**src/rtl/di_arbiter.sv**
```systemverilog
// di_arbiter: round-robin arbiter sharing the device-interface register bus between two masters.
// Defining DI_ARB_TIMEOUT_EN adds a read timeout that completes stalled reads with 16'hDEAD.
module di_arbiter #(
  parameter int TIMEOUT_CYCLES = 255
) (
  input  logic        if_clock,
  input  logic        resetb,
  input  logic [15:0] r0EpAddr,
  input  logic [15:0] r0RegAddr,
  input  logic [15:0] r0RegDataIn,
  input  logic        r0Write,
  input  logic        r0Read,
  output logic [15:0] r0RegDataOut,
  output logic        r0Ready,
  input  logic [15:0] r1EpAddr,
  input  logic [15:0] r1RegAddr,
  input  logic [15:0] r1RegDataIn,
  input  logic        r1Write,
  input  logic        r1Read,
  output logic [15:0] r1RegDataOut,
  output logic        r1Ready,
  output logic [15:0] diEpAddr,
  output logic [15:0] diRegAddr,
  output logic [15:0] diRegDataIn,
  output logic        diWrite,
  output logic        diRead,
  input  logic [15:0] diRegDataOut,
  input  logic        rdwr_ready,
  output logic        grant,
  output logic        busy,
  output logic [1:0]  overrun,
  output logic        timeout_err
);
  localparam logic [1:0] IDLE = 2'd0, ISSUE = 2'd1, WAIT_RD = 2'd2;
  logic [1:0]  state_q, state_d;
  logic [1:0]  v_q, v_d, op_q, op_d, rdy_q, rdy_d, ovr_q, ovr_d;
  logic [47:0] f_q [2];
  logic [47:0] f_d [2];
  logic [47:0] fin [2];
  logic [15:0] dout_q [2];
  logic [15:0] dout_d [2];
  logic [47:0] di_q, di_d;
  logic        diw_q, diw_d, dir_q, dir_d, grant_q, grant_d, last_q, last_d;
  logic [1:0]  req, wr;
  logic        sel, done, tmo, own_wr;

  assign fin[0] = {r0EpAddr, r0RegAddr, r0RegDataIn};
  assign fin[1] = {r1EpAddr, r1RegAddr, r1RegDataIn};
  assign req    = {r1Write | r1Read, r0Write | r0Read};
  assign wr     = {r1Write, r0Write};
  assign sel    = &v_q ? ~last_q : v_q[1];
  assign own_wr = op_q[grant_q];
  assign done   = (state_q == ISSUE && (own_wr || rdwr_ready)) ||
                  (state_q == WAIT_RD && (rdwr_ready || tmo));

`ifdef DI_ARB_TIMEOUT_EN
  logic [15:0] cnt_q, cnt_d;
  logic        terr_q, terr_d;
  assign tmo = state_q == WAIT_RD && !rdwr_ready && cnt_q == 16'(TIMEOUT_CYCLES - 1);
  always_comb begin
    cnt_d  = state_q == WAIT_RD ? cnt_q + 16'd1 : 16'd0;
    terr_d = terr_q | tmo;
  end
  always_ff @(posedge if_clock or negedge resetb)
    if (!resetb) begin
      cnt_q  <= '0;
      terr_q <= 1'b0;
    end else begin
      cnt_q  <= cnt_d;
      terr_q <= terr_d;
    end
  assign timeout_err = terr_q;
`else
  assign tmo         = 1'b0;
  assign timeout_err = 1'b0;
`endif

  // A slot freed by the completing transaction may accept a new request on the same edge.
  always_comb begin
    for (int i = 0; i < 2; i++) begin
      v_d[i]   = v_q[i] & ~(done && grant_q == 1'(i));
      op_d[i]  = op_q[i];
      f_d[i]   = f_q[i];
      ovr_d[i] = ovr_q[i] | (req[i] & v_d[i]);
      if (req[i] && !v_d[i]) begin
        v_d[i]  = 1'b1;
        op_d[i] = wr[i];
        f_d[i]  = fin[i];
      end
    end
  end

  always_comb begin
    state_d = state_q;
    grant_d = grant_q;
    last_d  = last_q;
    di_d    = di_q;
    diw_d   = 1'b0;
    dir_d   = 1'b0;
    rdy_d   = 2'b00;
    dout_d  = dout_q;
    if (state_q == IDLE && |v_q) begin
      state_d = ISSUE;
      grant_d = sel;
      last_d  = sel;
      di_d    = f_q[sel];
      diw_d   = op_q[sel];
      dir_d   = ~op_q[sel];
    end
    if (state_q == ISSUE && !done) state_d = WAIT_RD;
    if (done) begin
      state_d = IDLE;
      rdy_d   = grant_q ? 2'b10 : 2'b01;
      if (!own_wr) dout_d[grant_q] = tmo ? 16'hDEAD : diRegDataOut;
    end
  end

  always_ff @(posedge if_clock or negedge resetb)
    if (!resetb) begin
      state_q <= IDLE;
      v_q     <= '0;
      op_q    <= '0;
      f_q     <= '{default: '0};
      ovr_q   <= '0;
      rdy_q   <= '0;
      dout_q  <= '{default: '0};
      di_q    <= '0;
      diw_q   <= 1'b0;
      dir_q   <= 1'b0;
      grant_q <= 1'b0;
      last_q  <= 1'b1;
    end else begin
      state_q <= state_d;
      v_q     <= v_d;
      op_q    <= op_d;
      f_q     <= f_d;
      ovr_q   <= ovr_d;
      rdy_q   <= rdy_d;
      dout_q  <= dout_d;
      di_q    <= di_d;
      diw_q   <= diw_d;
      dir_q   <= dir_d;
      grant_q <= grant_d;
      last_q  <= last_d;
    end

  assign {diEpAddr, diRegAddr, diRegDataIn} = di_q;
  assign diWrite      = diw_q;
  assign diRead       = dir_q;
  assign r0RegDataOut = dout_q[0];
  assign r1RegDataOut = dout_q[1];
  assign r0Ready      = rdy_q[0];
  assign r1Ready      = rdy_q[1];
  assign grant        = grant_q;
  assign busy         = state_q != IDLE;
  assign overrun      = ovr_q;
endmodule

```
**config.mk**
```make
export PLATFORM = sky130hd
export DESIGN_NAME = di_arbiter
export DESIGN_NICKNAME = d
export VERILOG_FILES = /design/src/rtl/di_arbiter.sv
export SDC_FILE = /design/constraint.sdc
export NUM_CORES = 1
export LEC_CHECK = 0
export BUFFER_PORTS_ARGS = -buffer_cell sky130_fd_sc_hd__buf_2
export CAP_MARGIN = 40
export CORE_MARGIN = 2
export CORE_UTILIZATION = 40
export CTS_BUF_LIST = sky130_fd_sc_hd__clkbuf_16
export DETAILED_ROUTE_END_ITERATION = 6
export PLACE_DENSITY = 0.71
export SLEW_MARGIN = 20
export SYNTH_ARGS = -nofsm -noshare
export SYNTH_HDL_FRONTEND = slang
export SYNTH_SLANG_ARGS = --single-unit
```
**constraint.sdc**
```tcl
create_clock -name if_clock -period 2 [get_ports if_clock]
set_clock_uncertainty 0.1 [all_clocks]
set_input_delay 0 -clock if_clock [delete_from_list [all_inputs] [get_ports if_clock]]
set_output_delay 0 -clock if_clock [all_outputs]
set_load 0.05 [all_outputs]
```
Yosys cells after proc, flatten, opt, wreduce, memory -nomap -nowiden
Cells that the tools add are included.
{"block": "word_totals", "register_bits": 190, "out_inout_bits": 89, "word_cells": 78}
{"block": "op_classes", "n_lt_le_gt_ge": 5, "eq_ne": 2, "n_mux": 20, "bitwise_logic": 16, "n_reduce_logical": 20}
{"cell": "$mux W48", "count": 3}
{"cell": "$bwmux W32", "count": 1}
{"cell": "$demux W16 S1", "count": 1}
{"cell": "$mux W16", "count": 1}
{"cell": "$mux W2", "count": 5}
{"cell": "$logic_and A1 B1 Y1", "count": 9}
{"cell": "$mux W1", "count": 9}
{"cell": "$not A1 Y1", "count": 6}
{"cell": "$and A1 B1 Y1", "count": 4}
{"cell": "$ge A2 B2 Y1 const B", "count": 2}
{"cell": "$lt A1 B2 Y1 const B", "count": 2}
{"cell": "$not A1 Y2", "count": 2}
{"cell": "$or A1 B1 Y1", "count": 4}
{"cell": "$reduce_and A2 Y1", "count": 2}
{"cell": "$logic_not A1 Y1", "count": 3}
{"cell": "$reduce_bool A3 Y1", "count": 1}
{"cell": "$eq A2 B1 Y1 const B", "count": 1}
{"cell": "$eq A2 B2 Y1 const B", "count": 1}
{"cell": "$logic_not A2 Y1", "count": 1}
{"cell": "$logic_or A1 B1 Y1", "count": 2}
{"cell": "$lt A2 B1 Y1 const B", "count": 1}
{"cell": "$reduce_bool A2 Y1", "count": 1}
{"cell": "$reduce_or A2 Y1", "count": 1}

Longest topological paths before layout
Gate-level depths: netlist (run 1).
{"block": "depth", "ltp_word": 11, "depth_mapped": 7}

Worst setup path after synthesis (run 1)
Ideal clock, no wire load.
{"block": "synth_path", "path_kind": "flip-flop to flip-flop", "startpoint": "register grant_q, in the netlist grant", "endpoint": "register f_q[32] (netlist bit)", "t_arrival_ns": 2.044, "required_ns": 1.775, "setup_slack_ns": -0.269, "path_stages_with_launch": 7, "synth_period_minus_slack_ns": 2.269, "path_cell_list": "dfrtp_1 inv_2 o311ai_4 and2b_1 buf_6 buf_8 mux2_2"}
{"block": "synth_via", "elab_chain_cells": 10}
{"item": "from (decl)", "line_no": "43", "rtl": "logic diw_q, diw_d, dir_q, dir_d, grant_q, grant_d, last_q, last_d;"}
{"item": "from (signal assigned)", "line_no": "143", "rtl": "grant_q <= grant_d;"}
{"item": "$mux W1 (implied by the code) (2 in series)", "line_no": "52", "rtl": "assign own_wr = op_q[grant_q];"}
{"item": "$logic_or A1 B1 Y1", "line_no": "53", "rtl": "assign done = (state_q == ISSUE && (own_wr || rdwr_ready)) ||"}
{"item": "$logic_and A1 B1 Y1", "line_no": "53"}
{"item": "$logic_or A1 B1 Y1", "line_no": "53"}
{"item": "$logic_and A1 B1 Y1 (*)", "line_no": "81", "rtl": "v_d[i] = v_q[i] & ~(done && grant_q == 1'(i));"}
{"item": "$not A1 Y1 (*)", "line_no": "81"}
{"item": "$and A1 B1 Y1 (*)", "line_no": "81"}
{"item": "$logic_not A1 Y1 (*)", "line_no": "85", "rtl": "if (req[i] && !v_d[i]) begin"}
{"item": "$logic_and A1 B1 Y1 (*)", "line_no": "85"}
{"item": "to (signal assigned)", "line_no": "123", "rtl": "f_q <= '{default: '0};"}
{"item": "to (signal assigned)", "line_no": "136", "rtl": "f_q <= f_d;"}
{"item": "to (decl)", "line_no": "37", "rtl": "logic [47:0] f_q [2];"}
Mark *: on every way between the ends. The rest lies on a longest branch, timed or not. The select of a mux whose other input is x is not followed.
A chain may end at the register's enable or synchronous reset.

Final worst setup path (run 1)
{"block": "layout_path", "startpoint": "register grant_q, in the netlist grant", "endpoint": "register f_q[41] (netlist bit)"}
Same word-level chain as after synthesis.

==> results.cfg, run 1 <==
[synthesis]
synth_flop_cell = dfrtp_1
synth_edf_count = 0
syn_area_um2 = 7720
ys_seq_elements = 190
synthArstFlopShare_pct = 100
synth_nets = 664
yosys_warnings = 0
syn_avg_cell_area_um2 = 14.2
syn_inst = 545
seq_area_frac_synth_pct = 61.6
synthDistinctLibCells = 35

[critical_path]
critPathMaxFanout = 26
worstPathRequired_ns = 2.21
crit_path_end_kind = flop
worstPathArrival_ns = 2.11
endpoint = f_q[41]$_DFFE_PN0P_
reg2reg_depth = 5
critPathLaunch = grant$_DFFE_PN0P_
rr_startpoint = grant$_DFFE_PN0P_
r2r_slack_ns = 0.09
worstSetupStartpointType = flop
criticalPathCategory = flop to flop
reg2reg_to = f_q[41]$_DFFE_PN0P_

[status]
status = finished clean

[floorplan]
ios = 208
dieHeight_um = 143
start_util_pct = 41.0
dieWidth_um = 143
coreArea_um2 = 18800
die_area_um2 = 20400
rows = 50

[placed_design]
io_buffer_count = 206
dpl.hpwl_mm = 11.4
place_area_um2 = 9210
gp_congestion = 0.778
place_ws_ns = 0.0445

[route]
drt_iter0_markers = 162
via_count = 5496
remaining_drc_errors = 0
drt-pass1-iter-count = 4
final_antenna_net_count = 0
vias_per_cell = 4.75
wl_per_cell_um = 15.9
drt-total-wl_mm = 18.4

[clock_network]
clk_path_buf_depth = 2
clk-insertion-delay-late_ns = 0.43
cts_num_sinks = 190
clkTransAtPathRegs_ns = 0.07
numCtsBuffers = 17
postCtsSetupBuffers = 0
cts_tree = done
cts-root-buf = clkbuf_16
h-tree-depth = 4

[grt]
grt_pass1_wl_mm = 29.7
grt_max_degree = 74
track_usage_pct = 18.7
grt_pass1_vias = 6048
grt-ovfl-total = 0
antenna_found_initial = 1

[power]
leakage_nw = 5.27
p_per_area_nw_per_um2 = 1800
vdd_drop_max_mv = 0.961

[timing]
fin_crit_ns = 1.91
hold_ws_ns = 0.0341
final-hold-violation-count = 0
worst_slew_pin_slew_ns = 0.619
fin_crit_sh_pct = 95.3
setup_ws_ns = 0.0943
max_freq_mhz = 525
drv_slew = 0
fin_setup_tns_ns = 0
rsz0062_at_grt = no
setup_viol = 0
relSlewSlack_pct = 58.7

[cells_and_area]
final_util_pct = 58.3
fillers = 1476
multi_input_area_um2 = 2770
seqCellArea_um2 = 4760
layout.cells.most_common = buf_2
drive_gt1_share_pct = 43.5
final_area_um2 = 11000
syn_to_final_growth_pct = 42.3
most-common-layout-cells = buf_2, dfrtp_1, dlygate4sd3_1
nets = 1003

[run]
max_cap_viol_count = 0

[hold_path]
hold_path.class = input port to async pin
## logic make-up (layout without fill, tap and decap cells)
group           count (synthesis)  in the layout  synth area share, %
other cells                     1              2               0.0486
mux                           177            177                 26.0
simple gates                   75             75                 4.12
compound gates                 65             65                 5.15
buf+inv                        36            388                 2.95
xor+xnor                        1              1                0.113
flops                         190            190                 61.6
## metal layers
metal  wire length [um]  track usage [%]  vias up
met2               9460             32.6      143
met1               7760             22.0     2742
met3                919             5.37       24
met4                286             6.36        2
met5                 11                0        -
li1                   -                -     2585
## critical path, stage by stage (launching register included)
cell and delay, ns:
dfrtp_4 0.50, inv_4 0.07, o311ai_4 0.29, and2b_2 0.25
buf_12 0.21, mux2_2 0.36
## sequential cells by signal, summed over array words and instances (netlist names)
signal / count
f_q: 96
di_q: 48
r0RegDataOut: 16
r1RegDataOut: 16
op_q: 2
overrun: 2
rdy_q: 2
state_q: 2
v_q: 2
diRead: 1
diWrite: 1
grant: 1
last_q: 1
## area by class of cell
cell class / instances / area share (%)
Inverter: 3 / 0.125
Antenna cell: 1 / 0.0228
Sequential cell: 190 / 43.4
Clock inverter: 15 / 1.31
Tap cell: 260 / 2.96
Clock buffer: 17 / 3.87
Multi-Input combinational cell: 319 / 25.2
Timing Repair Buffer: 353 / 23.2
## where the power goes
part           switching (W)  total, W  internal (W)
registers            0.00104   0.00684       0.00580
logic                0.00583   0.00958       0.00374
clock network        0.00149   0.00332       0.00183
total                0.00836    0.0197        0.0114
## cells in the mapped netlist (2+ instances only)
library cell	n	area share [%]
o22a_1	2	0.23
nor2_1	10	0.49
o311ai_4	2	0.68
or3_1	2	0.16
nand2_1	57	2.8
a22o_1	2	0.23
buf_2	11	0.71
mux2_2	96	14
buf_6	6	0.88
o21bai_1	2	0.19
inv_1	2	0.097
o21ai_0	51	3.3
mux2i_1	49	6.4
buf_4	3	0.29
mux2_4	20	3.9
clkbuf_1	11	0.53
mux2_1	12	1.8
dfrtp_1	189	61
buf_8	2	0.39
## how the worst min path moves through the flow
stage,from,end,slack (ns),cells after the start
finish,resetb,f_q[69]$_DFFE_PN0P_,0.03,2
global route,resetb,di_q[25]$_DFFE_PN0P_,0.08,2
CTS,resetb,di_q[25]$_DFFE_PN0P_,0.06,2
detailed placement,resetb,di_q[25]$_DFFE_PN0P_,-0.03,1
global placement,resetb,di_q[21]$_DFFE_PN0P_,-0.04,1
floorplan,resetb,diRead$_DFF_PN0_,-0.40,0
## what timing repair did
action                                  4_1_cts  5_1_grt
endpoints found under the setup margin        0       47
gates resized for setup                       0        1
hold endpoints to repair                    318        0
hold buffers                                120        0
## through the flow
step | instances | total power, W
after floorplan | 545 | 0.0139
after global placement | 1005 | 0.0160
after detailed placement | 1005 | 0.0163
after CTS | 1157 | 0.0198
after global routing | 1157 | 0.0209
final | 1158 | 0.0197
Power figures use the tool's default switching activity.
==> run 2: changes to the inputs <==
CORE_UTILIZATION = 49   (was 40)
CTS_BUF_LIST = sky130_fd_sc_hd__clkbuf_8   (was sky130_fd_sc_hd__clkbuf_16)
PLACE_DENSITY = 0.83   (was 0.71)
==> run 2 against run 1 <==
  * Combinational power increased by 3.0%
  * Largest power group unchanged
  * Largest cell class unchanged
  * Routed wire length increased by 8.6%
  * Via count increased by 3.2%
  * Design area decreased by 1.7%
  * Critical path type unchanged
==> results.cfg, run 2 (synthesis gave the netlist of run 1 again) <==
[status]
status = finished clean

[critical_path]
rr_startpoint = grant$_DFFE_PN0P_
endpoint = f_q[86]$_DFFE_PN0P_
worstSetupStartpointType = flop
worstPathArrival_ns = 2.16
reg2reg_depth = 5
critPathLaunch = grant$_DFFE_PN0P_
criticalPathCategory = flop to flop
crit_path_end_kind = flop
critPathMaxFanout = 24
worstPathRequired_ns = 2.24
r2r_slack_ns = 0.08
reg2reg_to = f_q[86]$_DFFE_PN0P_

[placed_design]
io_buffer_count = 206
place_area_um2 = 9130
dpl.hpwl_mm = 11.3
place_ws_ns = 0.00552
gp_congestion = 0.781

[clock_network]
clkTransAtPathRegs_ns = 0.10
h-tree-depth = 4
cts-root-buf = clkbuf_8
clk-insertion-delay-late_ns = 0.47
cts_num_sinks = 190
numCtsBuffers = 17
clk_path_buf_depth = 2
cts_tree = done

[route]
via_count = 5673
wl_per_cell_um = 18.1
drt-pass1-iter-count = 4
vias_per_cell = 5.12
remaining_drc_errors = 0
drt-total-wl_mm = 20.0
drt_iter0_markers = 219
final_antenna_net_count = 0

[hold_path]
whs_path_depth = 3
hold_path.class = input port to flop

[cells_and_area]
multi_input_area_um2 = 2770
drive_gt1_share_pct = 43.4
fillers = 1019
largest_reg_flops = 96
final_area_um2 = 10800
largest-register = f_q
reg_top3 = f_q: 96 flops, di_q: 48 flops
syn_to_final_growth_pct = 39.8
final_util_pct = 70.5
seqCellArea_um2 = 4760
layout.cells.most_common = buf_2
nets = 1004
most-common-layout-cells = buf_2, dfrtp_1, dlygate4sd3_1

[timing]
fin_crit_sh_pct = 95.9
max_freq_mhz = 521
setup_ws_ns = 0.0815
fin_setup_tns_ns = 0
worst_slew_pin_slew_ns = 0.508
final-hold-violation-count = 0
fin_crit_ns = 1.92
setup_viol = 0
drv_slew = 0
relSlewSlack_pct = 66.2
rsz0062_at_grt = no

[grt]
grt_pass1_vias = 6059
grt_max_degree = 62
antenna_found_initial = 1
grt-ovfl-total = 0
track_usage_pct = 24.5
grt_pass1_wl_mm = 31.3

[floorplan]
ios = 208
coreArea_um2 = 15300
dieHeight_um = 130
rows = 45
die_area_um2 = 16800
start_util_pct = 50.4
dieWidth_um = 130

[power]
p_per_area_nw_per_um2 = 1790
p_total_w = 0.0193
leakage_nw = 5.22
vdd_drop_max_mv = 1.23

[run]
max_cap_viol_count = 0
run 2: critical path, cell delays in order (launching register included):
cell      delay (ns)
dfrtp_4         0.54
buf_4           0.16
o311ai_4        0.32
o21ai_4         0.15
buf_12          0.20
mux2_4          0.31
run 2: where the power goes:
group	internal (W)	switching [W]
Combinational	0.00387	0.00600
Sequential	0.00579	0.00112
Clock	0.00115	0.00139
Total	0.0108	0.00850
run 2: worst min path at each step:
stage | from | to | slack, ns
after floorplan | resetb | diRead$_DFF_PN0_ | -0.40
after global placement | resetb | di_q[35]$_DFFE_PN0P_ | -0.12
after detailed placement | resetb | di_q[35]$_DFFE_PN0P_ | -0.11
after CTS | r1RegAddr[14] | f_q[30]$_DFFE_PN0P_ | 0.15
after global routing | r0RegAddr[10] | f_q[74]$_DFFE_PN0P_ | 0.18
final | r1RegAddr[14] | f_q[30]$_DFFE_PN0P_ | 0.19
run 2: layer usage:
layer	global-route usage, %	part of all wire (%)	vias up
li1	-	-	2576
met1	29.4	40	2839
met2	42.4	51	203
met3	5.82	5.2	55
met4	10.5	3.2	0
met5	0	0	-
run 2: cell type report:
| type | count | share of cell area (%) |
|---|---|---|
| Sequential cell | 190 | 44.1 |
| Clock buffer | 18 | 2.30 |
| Tap cell | 211 | 2.45 |
| Antenna cell | 1 | 0.0232 |
| Inverter | 3 | 0.128 |
| Multi-Input combinational cell | 319 | 25.6 |
| Timing Repair Buffer | 354 | 24.0 |
| Clock inverter | 13 | 1.31 |
run 2: repair_timing:
item,in CTS,in global routing
hold buffers,121,0
setup endpoints to repair,27,15
resized for setup,1,1
gates cloned,0,1
endpoints found under the hold margin,326,0
setup buffers,0,4
run 2: per-stage QoR:
step | hold slack, ns | std cells
floorplan | -0.396 | 545
global placement | -0.115 | 951
detailed placement | -0.111 | 951
CTS | 0.154 | 1103
global route | 0.184 | 1109
finish | 0.193 | 1109
==> run 3: changes to the inputs <==
ABC_AREA = 1   (was not set)
==> run 3 against run 2 <==
  * Critical path depth grew 4
  * Routed wire length grew 17%
  * Via count grew 31%
  * Flip-flop and latch count is the same
  * Design area shrank 3.2%
  * Combinational power shrank 2.5%
  * Largest cell class unchanged
  * Count of clock-buffer cells in the layout is the same
  * Largest power group unchanged
  * Area after synthesis shrank 1.0%
==> results.cfg, run 3 <==
[synthesis]
syn_avg_cell_area_um2 = 8.87
synthTopCellsByCount = nand2_1, dfrtp_1, o21ai_0
yosys.area.top_type = dfrtp_1
syn_inst = 861
syn_area_um2 = 7640
yosysTopAreaCellShare_pct = 61.9
synthArstFlopShare_pct = 100
seq_area_frac_synth_pct = 62.3
synth_edf_count = 0
ys_seq_elements = 190
yosysMostFrequentCell = nand2_1
synthDistinctLibCells = 21
synth_flop_cell = dfrtp_1
yosys_warnings = 0
ys_top_cells_by_area = dfrtp_1, nand2_1, o21ai_0, nand3_1, nor2_1
synth_nets = 980

[cells_and_area]
layout.cells.non_filler = 1376
most-common-layout-cells = nand2_1, buf_2, dfrtp_1
syn_to_final_growth_pct = 36.8
reg_top3 = f_q: 96 flops, di_q: 48 flops
fillers = 1117
largest-register = f_q
largest_reg_flops = 96
layout.cells.most_common = nand2_1
nets = 1294
diodes = 0
final_area_um2 = 10400
drive_gt1_share_pct = 23.1

[placed_design]
placed_cells = 1226
place_area_um2 = 8910
place_ws_ns = 0.275
dpl.hpwl_mm = 13.5
gp_congestion = 0.811
io_buffer_count = 206

[clock_network]
numCtsBuffers = 17
cts-root-buf = clkbuf_8
cts_num_sinks = 190
cts_tree = done
clk-insertion-delay-late_ns = 0.45
h-tree-depth = 4
clkTransAtPathRegs_ns = 0.10
clk_path_buf_depth = 2

[power]
leakage_nw = 5.52
vdd_drop_max_mv = 0.935
p_total_w = 0.0187
p_per_area_nw_per_um2 = 1790

[critical_path]
reg2reg_depth = 9
worstPathArrival_ns = 2.05
cpMaxStageDelayCell = dfrtp_1
reg2reg_to = f_q[10]$_DFFE_PN0P_
critPathMaxFanout = 25
r2r_slack_ns = 0.23
worstSetupStartpointType = flop
criticalPathCategory = flop to flop
crit_chain = inv_1 -> nand2_1 -> nand3_1 -> nand2_1 -> nand3_1 -> nand2_2 -> buf_4 -> nand3_1 -> nand2_1
critPathMaxStageDelay_ns = 0.41
worstPathRequired_ns = 2.29
critPathBufInv = 2
path_delay_family = simple AND/OR/NAND/NOR gates
rr_startpoint = grant$_DFFE_PN0P_
crit_path_end_kind = flop

[timing]
rsz0062_at_grt = no
max_freq_mhz = 566
relSlewSlack_pct = 60.7
fin_setup_tns_ns = 0
final-hold-violation-count = 0
worst_slew_pin_slew_ns = 0.590
setup_viol = 0
setup_ws_ns = 0.234
drv_slew = 0
fin_crit_ns = 1.77
fin_crit_sh_pct = 88.3

[route]
final_antenna_net_count = 0
vias_per_cell = 5.39
drt-total-wl_mm = 23.3
remaining_drc_errors = 0
drt_iter0_markers = 634
via_count = 7419
wl_per_cell_um = 17.0
drt-pass1-iter-count = 5

[floorplan]
ios = 208
rows = 45
die_area_um2 = 16600
dieWidth_um = 129
start_util_pct = 50.3
dieHeight_um = 129
coreArea_um2 = 15200

[hold_path]
hold_path.class = input port to async pin

[grt]
grt_pass1_vias = 7562
track_usage_pct = 28.8
grt_max_degree = 71
antenna_found_initial = 0
grt-ovfl-total = 0
grt_pass1_wl_mm = 37.1

[run]
max_cap_viol_count = 0

[status]
status = finished clean
==> run 3: cell count changes after synthesis, sizes merged, moves of 43 or more <==
cell / before / now
nand3: 0 / 99
nor2: 10 / 53
o21ai: 53 / 131
nand2: 57 / 295
mux2: 128 / 0
mux2i: 49 / 0
==> run 3: kinds of logic after synthesis <==
family / after synthesis / synth area share, %
other cells: 1 / 0.0491
xor+xnor: 1 / 0.213
buf+inv: 86 / 4.78
compound gates: 134 / 8.89
flops: 190 / 62.3
simple gates: 449 / 23.8
==> run 3: worst max-delay path by stage <==
| stage | from | to | cells after the start |
|---|---|---|---|
| after detailed placement | grant$_DFFE_PN0P_ | f_q[10]$_DFFE_PN0P_ | 9 |
| after global placement | last_q$_DFFE_PN1P_ | di_q[9]$_DFFE_PN0P_ | 6 |
| after floorplan | grant$_DFFE_PN0P_ | f_q[37]$_DFFE_PN0P_ | 11 |
| after CTS | grant$_DFFE_PN0P_ | f_q[10]$_DFFE_PN0P_ | 9 |
| final | grant$_DFFE_PN0P_ | f_q[10]$_DFFE_PN0P_ | 9 |
| after global routing | grant$_DFFE_PN0P_ | f_q[29]$_DFFE_PN0P_ | 9 |
==> run 3: through the flow <==
| step | utilization [%] | hold slack [ns] |
|---|---|---|
| final | 68.7 | 0.0243 |
| after global routing | 68.7 | 0.0380 |
| after CTS | 68.7 | 0.0209 |
| after detailed placement | 58.6 | -0.0495 |
| after global placement | 58.6 | -0.0520 |
| after floorplan | - | -0.396 |
==> run 3: routing by layer <==
layer / part of all wire (%) / global-route usage [%]
met4: 3.7 / 12.1
met2: 49 / 48.9
met3: 8.2 / 6.99
met1: 39 / 35.5
met5: 0 / 0
==> run 3: what timing repair did <==
item	4_1_cts	5_1_grt
hold buffers	118	0
endpoints found under the hold margin	327	0
gates resized for setup	0	1
setup buffers	0	0
endpoints found under the setup margin	0	1
==> run 3: cell type report <==
class	instances	area, um^2	area share (%)
sequential	190	4760	45.5
multi-input combinational	585	2540	24.3
timing repair buffer	352	2460	23.5
clock buffer	18	248	2.37
tap	188	235	2.25
inverter	29	109	1.04
clock inverter	14	105	1.01
==> run 3: power by group <==
group          switching (W)  internal (W)  total, W
sequential           0.00103       0.00572   0.00675
combinational        0.00711       0.00251   0.00962
clock                0.00131      0.000997   0.00231
